[src/rtl/execute.sv]
// -----------------------------------------------------------------------------
// execute -- EX stage of the 5-stage MIPS pipeline.
//
// Computes the ALU result, zero flag, branch target and destination register
// from the ID/EX operands and registers them into the EX/MEM latch feeding
// the memory stage. R-type funct 011000 (mult) runs an iterative shift-add
// multiplier for MUL_CYCLES cycles. The front of the pipe is stalled during
// that time, and the latch carries bubbles until the product is written.
//
// Ports
//   clk, rst                 rising-edge clock, asynchronous active-high reset
//   wb_ctrl, m_ctrl          writeback / memory control (m_ctrl = {branch,
//                            mem_read, mem_write}), passed to the latch
//   reg_dst, alu_src, alu_op destination select, operand-B select, ALU op
//   npc, read_data1/2        PC+4 and register operands
//   sign_ext                 sign-extended immediate (funct = sign_ext[5:0])
//   rt, rd                   candidate destination registers
//   stall                    high while a multiply is in progress
//   wb_ctrl_out .. write_reg EX/MEM latch contents
// -----------------------------------------------------------------------------
module execute #(
  parameter int WIDTH      = 32,
  parameter int MUL_CYCLES = 32
) (
  input  logic             clk,
  input  logic             rst,
  input  logic [1:0]       wb_ctrl,
  input  logic [2:0]       m_ctrl,
  input  logic             reg_dst,
  input  logic             alu_src,
  input  logic [1:0]       alu_op,
  input  logic [WIDTH-1:0] npc,
  input  logic [WIDTH-1:0] read_data1,
  input  logic [WIDTH-1:0] read_data2,
  input  logic [WIDTH-1:0] sign_ext,
  input  logic [4:0]       rt,
  input  logic [4:0]       rd,
  output logic             stall,
  output logic [1:0]       wb_ctrl_out,
  output logic             branch,
  output logic             mem_read,
  output logic             mem_write,
  output logic [WIDTH-1:0] add_result,
  output logic             zero,
  output logic [WIDTH-1:0] alu_result,
  output logic [WIDTH-1:0] write_data,
  output logic [4:0]       write_reg
);

  localparam int CW = (MUL_CYCLES > 1) ? $clog2(MUL_CYCLES) : 1;
  localparam logic [CW-1:0] LAST_ITER = CW'(MUL_CYCLES - 1);

  localparam logic [5:0] F_ADD  = 6'b100000;
  localparam logic [5:0] F_SUB  = 6'b100010;
  localparam logic [5:0] F_AND  = 6'b100100;
  localparam logic [5:0] F_OR   = 6'b100101;
  localparam logic [5:0] F_SLT  = 6'b101010;
  localparam logic [5:0] F_MULT = 6'b011000;

  typedef enum logic {IDLE, MUL} state_t;

  state_t state, next_state;

  logic [WIDTH-1:0] op_b;
  logic [WIDTH-1:0] alu_comb;
  logic [WIDTH-1:0] branch_target;
  logic [4:0]       dest_reg;
  logic [5:0]       funct;
  logic             is_mult;

  // Multiplier working registers; only these (never the live inputs) are
  // used while in MUL.
  logic [WIDTH-1:0] mcand;
  logic [WIDTH-1:0] mplier;
  logic [WIDTH-1:0] acc;
  logic [WIDTH-1:0] mul_sum;
  logic [CW-1:0]    count;
  logic             mul_last;
  logic [1:0]       held_wb;
  logic [4:0]       held_reg;

  assign funct         = sign_ext[5:0];
  assign op_b          = alu_src ? sign_ext : read_data2;
  assign dest_reg      = reg_dst ? rd : rt;
  assign branch_target = npc + (sign_ext << 2);

  // Sum of the current iteration; on the last iteration this is the product.
  assign mul_sum  = acc + (mplier[0] ? mcand : '0);
  assign mul_last = (count == LAST_ITER);

  // ALU. mult produces nothing here; its result comes from the accumulator.
  always_comb begin
    // NOTE: every variable gets a default first so no path leaves it
    // unassigned, which would otherwise infer a latch.
    alu_comb = '0;
    is_mult  = 1'b0;
    case (alu_op)
      2'b01: alu_comb = read_data1 - op_b;
      2'b10: begin
        case (funct)
          F_ADD:   alu_comb = read_data1 + op_b;
          F_SUB:   alu_comb = read_data1 - op_b;
          F_AND:   alu_comb = read_data1 & op_b;
          F_OR:    alu_comb = read_data1 | op_b;
          F_SLT:   alu_comb = ($signed(read_data1) < $signed(op_b)) ? WIDTH'(1) : '0;
          F_MULT:  is_mult  = 1'b1;
          default: alu_comb = '0;
        endcase
      end
      default: alu_comb = read_data1 + op_b;  // 00 add, 11 reserved -> add
    endcase
  end

  // FSM state register.
  always_ff @(posedge clk or posedge rst) begin
    if (rst) begin
      state <= IDLE;
    end else begin
      // NOTE: sequential state uses non-blocking assignments so every
      // register samples pre-edge values regardless of statement order.
      state <= next_state;
    end
  end

  // FSM next state and stall. stall rises in the same cycle a mult is
  // decoded and falls combinationally once IDLE is re-entered.
  always_comb begin
    next_state = state;
    stall      = 1'b0;
    case (state)
      IDLE: begin
        if (is_mult) begin
          stall      = 1'b1;
          next_state = MUL;
        end
      end
      MUL: begin
        stall = 1'b1;
        if (mul_last) next_state = IDLE;
      end
      default: next_state = IDLE;
    endcase
    if (rst) stall = 1'b0;
  end

  // Multiplier datapath and EX/MEM latch.
  always_ff @(posedge clk or posedge rst) begin
    if (rst) begin
      mcand       <= '0;
      mplier      <= '0;
      acc         <= '0;
      count       <= '0;
      held_wb     <= '0;
      held_reg    <= '0;
      wb_ctrl_out <= '0;
      branch      <= 1'b0;
      mem_read    <= 1'b0;
      mem_write   <= 1'b0;
      add_result  <= '0;
      zero        <= 1'b1;  // alu_result is 0 in reset
      alu_result  <= '0;
      write_data  <= '0;
      write_reg   <= '0;
    end else begin
      case (state)
        IDLE: begin
          if (is_mult) begin
            // Capture operands and the instruction's writeback identity;
            // the latch takes a bubble (data fields left as they were).
            mcand       <= read_data1;
            mplier      <= op_b;
            acc         <= '0;
            count       <= '0;
            held_wb     <= wb_ctrl;
            held_reg    <= dest_reg;
            wb_ctrl_out <= '0;
            branch      <= 1'b0;
            mem_read    <= 1'b0;
            mem_write   <= 1'b0;
          end else begin
            wb_ctrl_out <= wb_ctrl;
            branch      <= m_ctrl[2];
            mem_read    <= m_ctrl[1];
            mem_write   <= m_ctrl[0];
            add_result  <= branch_target;
            zero        <= (alu_comb == '0);
            alu_result  <= alu_comb;
            write_data  <= read_data2;
            write_reg   <= dest_reg;
          end
        end
        MUL: begin
          acc       <= mul_sum;
          mcand     <= mcand << 1;
          mplier    <= mplier >> 1;
          count     <= count + CW'(1);
          branch    <= 1'b0;
          mem_read  <= 1'b0;
          mem_write <= 1'b0;
          if (mul_last) begin
            alu_result  <= mul_sum;
            zero        <= (mul_sum == '0);
            wb_ctrl_out <= held_wb;
            write_reg   <= held_reg;
          end else begin
            wb_ctrl_out <= '0;
          end
        end
        default: ;
      endcase
    end
  end

endmodule

[config.mk]
export PLATFORM = sky130hd
export DESIGN_NAME = execute
export DESIGN_NICKNAME = d
export VERILOG_FILES = /design/src/rtl/execute.sv
export SDC_FILE = /design/constraint.sdc
export NUM_CORES = 1
export LEC_CHECK = 0
export ABC_AREA = 1
export CORE_AREA = 2 2 211 213
export DETAILED_ROUTE_END_ITERATION = 8
export DIE_AREA = 0 0 213 215
export PLACE_DENSITY = 0.72
export SYNTH_ARGS = -nofsm -noshare
export SYNTH_HDL_FRONTEND = slang
export SYNTH_SLANG_ARGS = --single-unit
[constraint.sdc]
create_clock -name clk -period 7.6 [get_ports clk]
set_input_delay 0.76 -clock clk [delete_from_list [all_inputs] [get_ports clk]]
set_output_delay 0.76 -clock clk [all_outputs]
set_load 0.01 [all_outputs]
==> results.json, run 1 <==
{
  "insertion_delay_ns": 0.57,
  "drv_cap": 0,
  "worst_setup_hold_path_clk_slew_ns": 0.06,
  "p_per_area_nw_per_um2": 237,
  "worstPathCellList": "clkdlybuf4s50_1 > ha_1 > inv_1 > nor3_1 > nand3_1 > nand2_4 > buf_4 > nand2_2 > buf_4 > inv_1 > nor2_1 > a21oi_1",
  "grt_first_pass_wirelength_um": 113000,
  "cts_setup_buffers": 0,
  "die-area_um2": 45800,
  "endpoints_failing_setup": 0,
  "globalplace.congestion": 1.02,
  "dp_slack_ns": 2.92,
  "synthTopCellsByArea": "dfrtp_1, nand2_1, ha_1",
  "worst-endpoint-required_ns": 8.10,
  "syn_nets": 3310,
  "cts_tree": "built",
  "die_width_um": 213,
  "grt_antenna_before_repair": 3,
  "max_slew.worst_pin.slew_ns": 1.20,
  "crit_path_max_incr_delay_ns": 0.77,
  "grt_setup_unrepaired": "false",
  "clk_root_buffer_cell": "clkbuf_16",
  "place_area_um2": 22400,
  "ios": 257,
  "power.ir.vdd_worst_v": 0.000172,
  "route.detailed.drc": 0,
  "grt_start_max_net_pins": 101,
  "worstPathMaxFanout": 100,
  "internal_reg_to_reg_setup_slack_ns": 3.80,
  "hpwl_um": 59100,
  "ctsHtreeMaxLevel": 1,
  "post_synth_inst_count": 2981,
  "detail_route.iter0.violations": 1969,
  "detail-route-antenna-nets": 0,
  "fin_ws_ns": 3.47,
  "critPathCaptureType": "flip-flop",
  "layout-drive-gt1-share_pct": 4.47,
  "synth-main-ff-cell": "dfrtp_1",
  "synth_common_cells": "nand2_1, inv_1, nor2_1",
  "setup_total_negative_slack_ns": 0,
  "die_height_um": 215,
  "cts_resized": 0,
  "detail_route.vias_per_cell": 5.38,
  "achievable-frequency_mhz": 242,
  "timing.hold.ws_ns": 0.473,
  "relSlewSlack_pct": 19.5,
  "static-leakage-power_uw": 0.0120,
  "start_util_pct": 44.2,
  "drv_slew": 0,
  "worst_hold_startpoint": "held_reg[1]$_DFFE_PP0P_",
  "cts_buffer_depth": 3,
  "grt_pass1_vias": 19700,
  "report.final.hold_viol_count": 0,
  "tritoncts.num_buffers": 27,
  "reg2regPathDepth": 16,
  "run_status": "finished clean",
  "synth_area_um2": 19300,
  "number_of_optimization_iterations_in_the_first_detailed_route_pass": 6,
  "num-nets-final": 3531,
  "grt_overflow": 0,
  "timing.rr.end": "zero$_DFFE_PP1N_",
  "final.min_clock_period_ns": 4.13,
  "cts_hold_repair.buffers": 0,
  "clock-skew-final_ns": 0.0198,
  "hold_class": "flip-flop to flip-flop",
  "startpoint_to_endpoint_class_of_the_critical_path": "primary input to flip-flop",
  "synth_enable_flop_cells": 0,
  "worst_path_max_delay_cell": "buf_4",
  "async_flop_share_pct": 100,
  "ys_ff_latch": 216,
  "area_of_the_placeable_core_um2": 43600,
  "final_cell_area_um2": 23400,
  "ys.warnings.count": 0,
  "synth_sequential_area_ratio_pct": 28.0,
  "row_count": 77,
  "place_inst": 3765,
  "synth.lib_cells_used.distinct": 55,
  "finalCritPeriodShare_pct": 54.4,
  "placement.io_buffers": 256,
  "route.final.wire_length_um": 73600,
  "cp-start-kind": "primary input",
  "dr_total_vias": 20500,
  "wl_per_cell_um": 19.3,
  "data_arrival_time_of_the_critical_path_ns": 4.63,
  "clock_sink_total": 216,
  "post-synth-top-count-cell": "nand2_1",
  "area.growth.synth_to_final_pct": 21.2,
  "syn-mean-instance-area_um2": 6.47,
  "number_of_cells_on_the_worst_hold_path": 2,
  "grt.total_usage_pct": 31.9,
  "hold-path-endpoint": "held_reg[1]$_DFFE_PP0P_",
  "synth_largest_type_area_fraction_pct": 27.9,
  "synth_top_area_cell": "dfrtp_1",
  "post_layout_nonfiller_instances": 3817,
  "timing.rr.start": "mplier[0]$_DFFE_PP0N_"
}
[through the flow]
step | util (%) | total power, uW
final | 53.5 | 5530
after floorplan | - | 3190
after global placement | 51.4 | 4100
after CTS | 53.5 | 5520
after global routing | 53.5 | 5890
after detailed placement | 51.4 | 4130
[power by group]
part	leakage, uW	internal (uW)	switching [uW]	total, uW
clock	0.000451	829	542	1370
sequential	0.00269	1500	271	1770
combinational	0.00885	936	1450	2380
[kinds of logic (layout without fill, tap and decap cells)]
kind of cell               after synthesis  after routing  synth area share, %
and+or+nand+nor                       1535           1535                 32.5
buffers and inverters                  507            749                 10.2
AOI/OAI and AO/OA                      480            480                 14.4
DFF                                    216            216                 28.0
adders and majority gates              180            180                 11.8
xor gates and xnor gates                50             50                 2.27
muxes                                   13             13                0.759
other                                    0              2                    0
[routing by layer]
metal	vias to the layer above	share of wire, %	GRT usage (%)
li1	9995	-	-
met1	9770	45	44.4
met2	669	46	52.7
met3	108	6.0	3.33
met4	2	2.6	7.83
met5	-	0.016	0
[how the worst max path moves through the flow]
stage | startpoint | endpoint | slack (ns) | cells after the start
2_1_floorplan | rst | acc[0]$_DFFE_PP0N_ | 0.93 | 1
3_3_place_gp | alu_src | zero$_DFFE_PP1N_ | 3.07 | 16
3_5_place_dp | alu_op[0] | zero$_DFFE_PP1N_ | 2.92 | 13
4_1_cts | alu_op[0] | stall | 3.48 | 10
5_1_grt | alu_op[0] | zero$_DFFE_PP1N_ | 3.20 | 13
6_report | alu_op[1] | zero$_DFFE_PP1N_ | 3.47 | 12
[final cells by class]
cell class                 count  area [um^2]
fill                        4423        20300
multi-input combinational   2258        11900
sequential                   216         5410
timing repair buffer         284         2770
inverter                     415         1570
clock buffer                  40          795
tap                          592          741
clock inverter                10          154
antenna                        2         5.00
[critical path, delay by kind of cell]
family	cells	cell delay, ns
compound gates	1	0.19
fa+ha+maj	1	0.40
simple gates	5	0.75
buf+inv	5	2.48
[cells in the final DEF, fill, tap and decap left out, types with 4 or more instances in the layout]
cell,netlist,routed
a21oi_1,141,141
a21oi_2,4,4
a31oi_1,31,31
buf_4,4,28
clkbuf_1,56,6
clkbuf_16,0,27
clkbuf_8,0,7
clkdlybuf4s50_1,0,255
clkinvlp_4,0,4
dfrtp_1,215,214
fa_1,4,4
ha_1,176,176
inv_1,410,409
mux2_2,13,13
nand2_1,994,992
nand2_2,7,8
nand3_1,154,154
nand3b_1,11,11
nand4_1,20,20
nor2_1,283,283
nor2_2,10,10
nor3_1,18,18
nor3_2,7,7
nor4_1,5,5
o211ai_1,47,47
o21a_1,4,4
o21ai_0,163,163
o21ai_1,17,17
o21bai_1,13,13
o221ai_1,21,21
o22ai_1,22,22
or2_2,11,11
xnor2_1,14,14
xor2_1,36,36
No activity file was read; power rests on OpenSTA's default activity.
==> inputs of run 2 (changes only) <==
clock period = 4.1 ns   (was 7.6 ns; I/O delays follow)
==> run 2 against run 1 <==
Flip-flop and latch count did not move. Total power increased by 93%. Clock power rose by 97%. Worst setup slack worse by 3.0 ns. Largest power group unchanged.
==> results.json, run 2 (synthesis results as in run 1) <==
{
  "route.detailed.drc": 0,
  "grt.total_usage_pct": 33.8,
  "net_switching_uw": 4350,
  "cts_resized": 0,
  "achievable-frequency_mhz": 276,
  "layout.cells.most_common_list": "nand2_1, inv_1, nor2_1",
  "share_of_total_power_in_the_clock_network_pct": 25.3,
  "die-area_um2": 45800,
  "grt_first_pass_wirelength_um": 119000,
  "grt_start_max_net_pins": 136,
  "seqCellArea_um2": 5410,
  "report.final.hold_viol_count": 0,
  "cts_buffer_depth": 3,
  "setup_total_negative_slack_ns": 0,
  "finalCritPeriodShare_pct": 88.4,
  "tritoncts.num_buffers": 29,
  "ctsHtreeMaxLevel": 1,
  "hold_class": "primary input to flip-flop",
  "die_height_um": 215,
  "ios": 257,
  "seqPwrFrac_pct": 30.2,
  "grt_setup_unrepaired": "false",
  "run_status": "finished clean",
  "critPathCaptureType": "flip-flop",
  "row_count": 77,
  "cp-start-kind": "primary input",
  "crit_path_max_incr_delay_ns": 0.62,
  "startpoint_to_endpoint_class_of_the_critical_path": "primary input to flip-flop",
  "relSlewSlack_pct": 37.8,
  "power.ir.vdd_worst_v": 0.000334,
  "p_comb_share_pct": 44.5,
  "hpwl_um": 63100,
  "drv_cap": 0,
  "grt_pass1_vias": 20500,
  "worstPathMaxFanout": 6,
  "max_slew.worst_pin.slew_ns": 0.932,
  "cts_setup_buffers": 0,
  "clock_sink_total": 216,
  "placement.io_buffers": 256,
  "clk_root_buffer_cell": "clkbuf_16",
  "insertion_delay_ns": 0.60,
  "num-nets-final": 3654,
  "static-leakage-power_uw": 0.0127,
  "number_of_optimization_iterations_in_the_first_detailed_route_pass": 6,
  "worst_setup_hold_path_clk_slew_ns": 0.06,
  "wl_per_cell_um": 19.7,
  "area.growth.synth_to_final_pct": 26.5,
  "clock-skew-final_ns": 0.0164,
  "layout-drive-gt1-share_pct": 8.09,
  "switching_share_of_total_power_pct": 40.8,
  "detail-route-antenna-nets": 0,
  "worst_path_max_delay_cell": "o21ai_0",
  "globalplace.congestion": 0.985,
  "cellInternalPower_uw": 6320,
  "endpoints_failing_setup": 0,
  "p_per_area_nw_per_um2": 437,
  "die_width_um": 213,
  "drv_slew": 0,
  "detail_route.iter0.violations": 1900,
  "multiInputGateArea_um2": 11900,
  "cts_hold_repair.buffers": 0,
  "final_util_pct": 55.9,
  "area_of_the_placeable_core_um2": 43600,
  "fillers": 4327,
  "timing.hold.ws_ns": 0.338,
  "detail_route.vias_per_cell": 5.33,
  "critPathMostFrequentCell": "nand3_1",
  "cts_tree": "built",
  "start_util_pct": 44.2,
  "dr_total_vias": 21000,
  "route.final.wire_length_um": 77700,
  "worstPathCellList": "clkdlybuf4s50_1 > o21ai_0 > ha_1 > buf_4 > nor2_1 > nand2_1 > nor2_1 > nand3_1 > nand2_1 > nand2_1 > nand3_1 > nand3_1 > nor2_1 > nand3_1 > nor2_1 > nand3_1 > a21oi_1",
  "final.min_clock_period_ns": 3.62,
  "layout.cells.most_common": "nand2_1",
  "worst-endpoint-required_ns": 4.62,
  "grt_overflow": 0,
  "grt_antenna_before_repair": 1,
  "data_arrival_time_of_the_critical_path_ns": 4.14
}
==> run 2: critical path, delay by kind of cell <==
family                     cells  cell delay [ns]
AOI/OAI and AO/OA              2             0.79
and+or+nand+nor               12             1.91
adders and majority gates      1             0.42
buffers and inverters          2             0.60
==> run 2: final timing paths <==
path	from	endpoint	slack, ns	cells past startpoint
max	read_data2[22]	zero$_DFFE_PP1N_	0.48	17
min	m_ctrl[2]	branch$_DFF_PP0_	0.34	3
min reg2reg	write_data[8]$_DFFE_PP0P_	write_data[8]$_DFFE_PP0P_	0.48	2
min in group asynchronous	rst	write_reg[1]$_DFFE_PP0N_	0.35	3
max in group asynchronous	rst	mplier[24]$_DFFE_PP0N_	3.19	3
max reg2reg	mplier[0]$_DFFE_PP0N_	zero$_DFFE_PP1N_	0.71	17
==> run 2: area by class of cell <==
type / count / area share [%]
diodes: 1 / 0.0103
clock buffers: 37 / 3.26
clock inverters: 17 / 0.908
inverters: 415 / 6.41
multi-input cells: 2258 / 48.9
flip-flops and latches: 216 / 22.2
well taps: 592 / 3.04
repair buffers: 405 / 15.3
==> run 2: stage by stage <==
| step | cells | total power (uW) | cell area [um^2] | setup WS, ns |
|---|---|---|---|---|
| finish | 3941 | 10700 | 24400 | 0.475 |
| global route | 3941 | 11400 | 24400 | 0.276 |
| CTS | 3940 | 10700 | 24400 | 0.573 |
| detailed placement | 3886 | 7920 | 23400 | 0.0413 |
| global placement | 3886 | 7840 | 23400 | 0.0390 |
| floorplan | 2981 | 5910 | 19300 | 0.850 |
==> run 2: power by group through the flow <==
stage / clock network, uW / logic, uW / registers (uW)
detailed placement: 0 / 4680 / 3240
global placement: 0 / 4630 / 3210
global route: 2830 / 5230 / 3290
CTS: 2740 / 4700 / 3210
floorplan: 0 / 2660 / 3250
finish: 2700 / 4750 / 3220
==> run 2: layer usage <==
metal | part of all wire [%] | GRT usage (%) | up-vias
met5 | 0 | 0 | -
met2 | 45 | 53.7 | 759
met4 | 3.2 | 10.0 | 0
met1 | 45 | 47.7 | 9902
li1 | - | - | 10200
met3 | 7.1 | 4.50 | 114
==> inputs of run 3 (changes only) <==
CTS_BUF_LIST = sky130_fd_sc_hd__clkbuf_2 sky130_fd_sc_hd__clkbuf_4 sky130_fd_sc_hd__clkbuf_8   (was unset)
==> run 3 against run 2 <==
Highest routed layer unchanged. Sequential share of layout area about the same. Hold slack got worse by 0.054 ns. Critical path type unchanged. Utilization down 0.10 points.
==> results.json, run 3 (synthesis results as in run 1) <==
{
  "run_status": "finished clean",
  "grt_overflow": 0,
  "critPathMostFrequentCell": "nand3_1",
  "timing.hold.ws_ns": 0.284,
  "grt_start_max_net_pins": 136,
  "clock_sink_total": 216,
  "grt.total_usage_pct": 34.1,
  "detail_route.iter0.violations": 1974,
  "tritoncts.num_buffers": 42,
  "worst_setup_hold_path_clk_slew_ns": 0.06,
  "critPathCaptureType": "flip-flop",
  "layout.cells.most_common_list": "nand2_1, inv_1, nor2_1",
  "cp-start-kind": "primary input",
  "start_util_pct": 44.2,
  "cts_hold_repair.buffers": 0,
  "data_arrival_time_of_the_critical_path_ns": 4.12,
  "setup_total_negative_slack_ns": 0,
  "fillers": 4349,
  "placement.io_buffers": 256,
  "die_height_um": 215,
  "startpoint_to_endpoint_class_of_the_critical_path": "primary input to flip-flop",
  "grt_pass1_vias": 20600,
  "worst-endpoint-required_ns": 4.64,
  "worstPathMaxFanout": 6,
  "relSlewSlack_pct": 38.6,
  "area_of_the_placeable_core_um2": 43600,
  "route.detailed.drc": 0,
  "critical_path_buffer_and_inverter_count": 2,
  "post-layout-total-power_uw": 10500,
  "p_comb_share_pct": 45.2,
  "crit_path_max_incr_delay_ns": 0.61,
  "detail-route-antenna-nets": 0,
  "p_per_area_nw_per_um2": 431,
  "ios": 257,
  "report.final.hold_viol_count": 0,
  "drv_slew": 0,
  "worstPathCellList": "clkdlybuf4s50_1 > o21ai_0 > ha_1 > buf_4 > nor2_1 > nand2_1 > nor2_1 > nand3_1 > nand2_1 > nand2_1 > nand3_1 > nand3_1 > nor2_1 > nand3_1 > nor2_1 > nand3_1 > a21oi_1",
  "die-area_um2": 45800,
  "place_area_um2": 23400,
  "layout.cells.most_common": "nand2_1",
  "max_slew.worst_pin.slew_ns": 0.919,
  "power.ir.vdd_worst_v": 0.000251,
  "cts_buffer_depth": 3,
  "wl_per_cell_um": 19.7,
  "num-nets-final": 3667,
  "cts_setup_buffers": 0,
  "cp_top_family": "simple AND/OR/NAND/NOR gates",
  "globalplace.congestion": 0.985,
  "grt_first_pass_wirelength_um": 119000,
  "route.final.wire_length_um": 78000,
  "finalCritPeriodShare_pct": 87.2,
  "post_layout_nonfiller_instances": 3963,
  "dr_total_vias": 21200,
  "cts_resized": 0,
  "insertion_delay_ns": 0.65,
  "final.min_clock_period_ns": 3.57,
  "static-leakage-power_uw": 0.0127,
  "worst_path_max_delay_cell": "o21ai_0",
  "grt_setup_unrepaired": "false",
  "place_inst": 3886,
  "layout-drive-gt1-share_pct": 8.81,
  "final_cell_area_um2": 24400,
  "net_switching_uw": 4360,
  "grt_antenna_before_repair": 2,
  "hold_class": "primary input to flip-flop",
  "endpoints_failing_setup": 0,
  "row_count": 77,
  "number_of_optimization_iterations_in_the_first_detailed_route_pass": 6,
  "ctsHtreeMaxLevel": 2,
  "seqPwrFrac_pct": 30.6,
  "achievable-frequency_mhz": 280,
  "hpwl_um": 63100,
  "die_width_um": 213,
  "clk_root_buffer_cell": "clkbuf_8",
  "cts_tree": "built",
  "clock-skew-final_ns": 0.0358,
  "share_of_total_power_in_the_clock_network_pct": 24.1,
  "area.growth.synth_to_final_pct": 26.3,
  "detail_route.vias_per_cell": 5.35,
  "cellInternalPower_uw": 6150,
  "drv_cap": 0,
  "switching_share_of_total_power_pct": 41.4
}
run 3: layout make-up:
cell class	count	area [um^2]	share of cell area, %
timing repair buffer	405	3740	15.3
clock inverter	15	208	0.853
sequential	216	5410	22.2
clock buffer	61	764	3.14
antenna	1	2.50	0.0103
inverter	415	1560	6.42
multi-input combinational	2258	11900	49.0
tap	592	741	3.04
run 3: final timing paths:
kind	slack, ns	cells past startpoint	end	start
max	0.53	17	zero$_DFFE_PP1N_	read_data2[22]
min	0.28	3	branch$_DFF_PP0_	m_ctrl[2]
max reg2reg	0.71	17	zero$_DFFE_PP1N_	mplier[0]$_DFFE_PP0N_
min reg2reg	0.48	2	held_reg[4]$_DFFE_PP0P_	held_reg[4]$_DFFE_PP0P_
max in group asynchronous	3.23	3	mcand[21]$_DFFE_PP0N_	rst
min in group asynchronous	0.30	3	write_reg[1]$_DFFE_PP0N_	rst
run 3: tightest hold or removal path: cells and delay by family:
| kind | cells | cell delay (ns) |
|---|---|---|
| buffers and inverters | 2 | 0.44 |
| and+or+nand+nor | 1 | 0.03 |
run 3: metal layers:
layer	up-vias	part of all wire, %	track usage [%]
li1	10300	-	-
met1	9984	45	48.0
met2	832	44	53.4
met3	129	7.5	5.00
met4	0	3.4	11.3
met5	-	0	0
run 3: power groups by stage:
| stage | Clock, uW | Combinational (uW) | Sequential (uW) |
|---|---|---|---|
| floorplan | 0 | 2660 | 3250 |
| global route | 2690 | 5230 | 3290 |
| detailed placement | 0 | 4680 | 3240 |
| finish | 2540 | 4750 | 3220 |
| global placement | 0 | 4630 | 3210 |
| CTS | 2590 | 4700 | 3210 |
run 3: through the flow:
stage / worst slack, ns / util, %
floorplan: 0.850 / -
global placement: 0.0390 / 53.6
detailed placement: 0.0413 / 53.6
CTS: 0.599 / 55.8
global route: 0.339 / 55.8
finish: 0.525 / 55.8
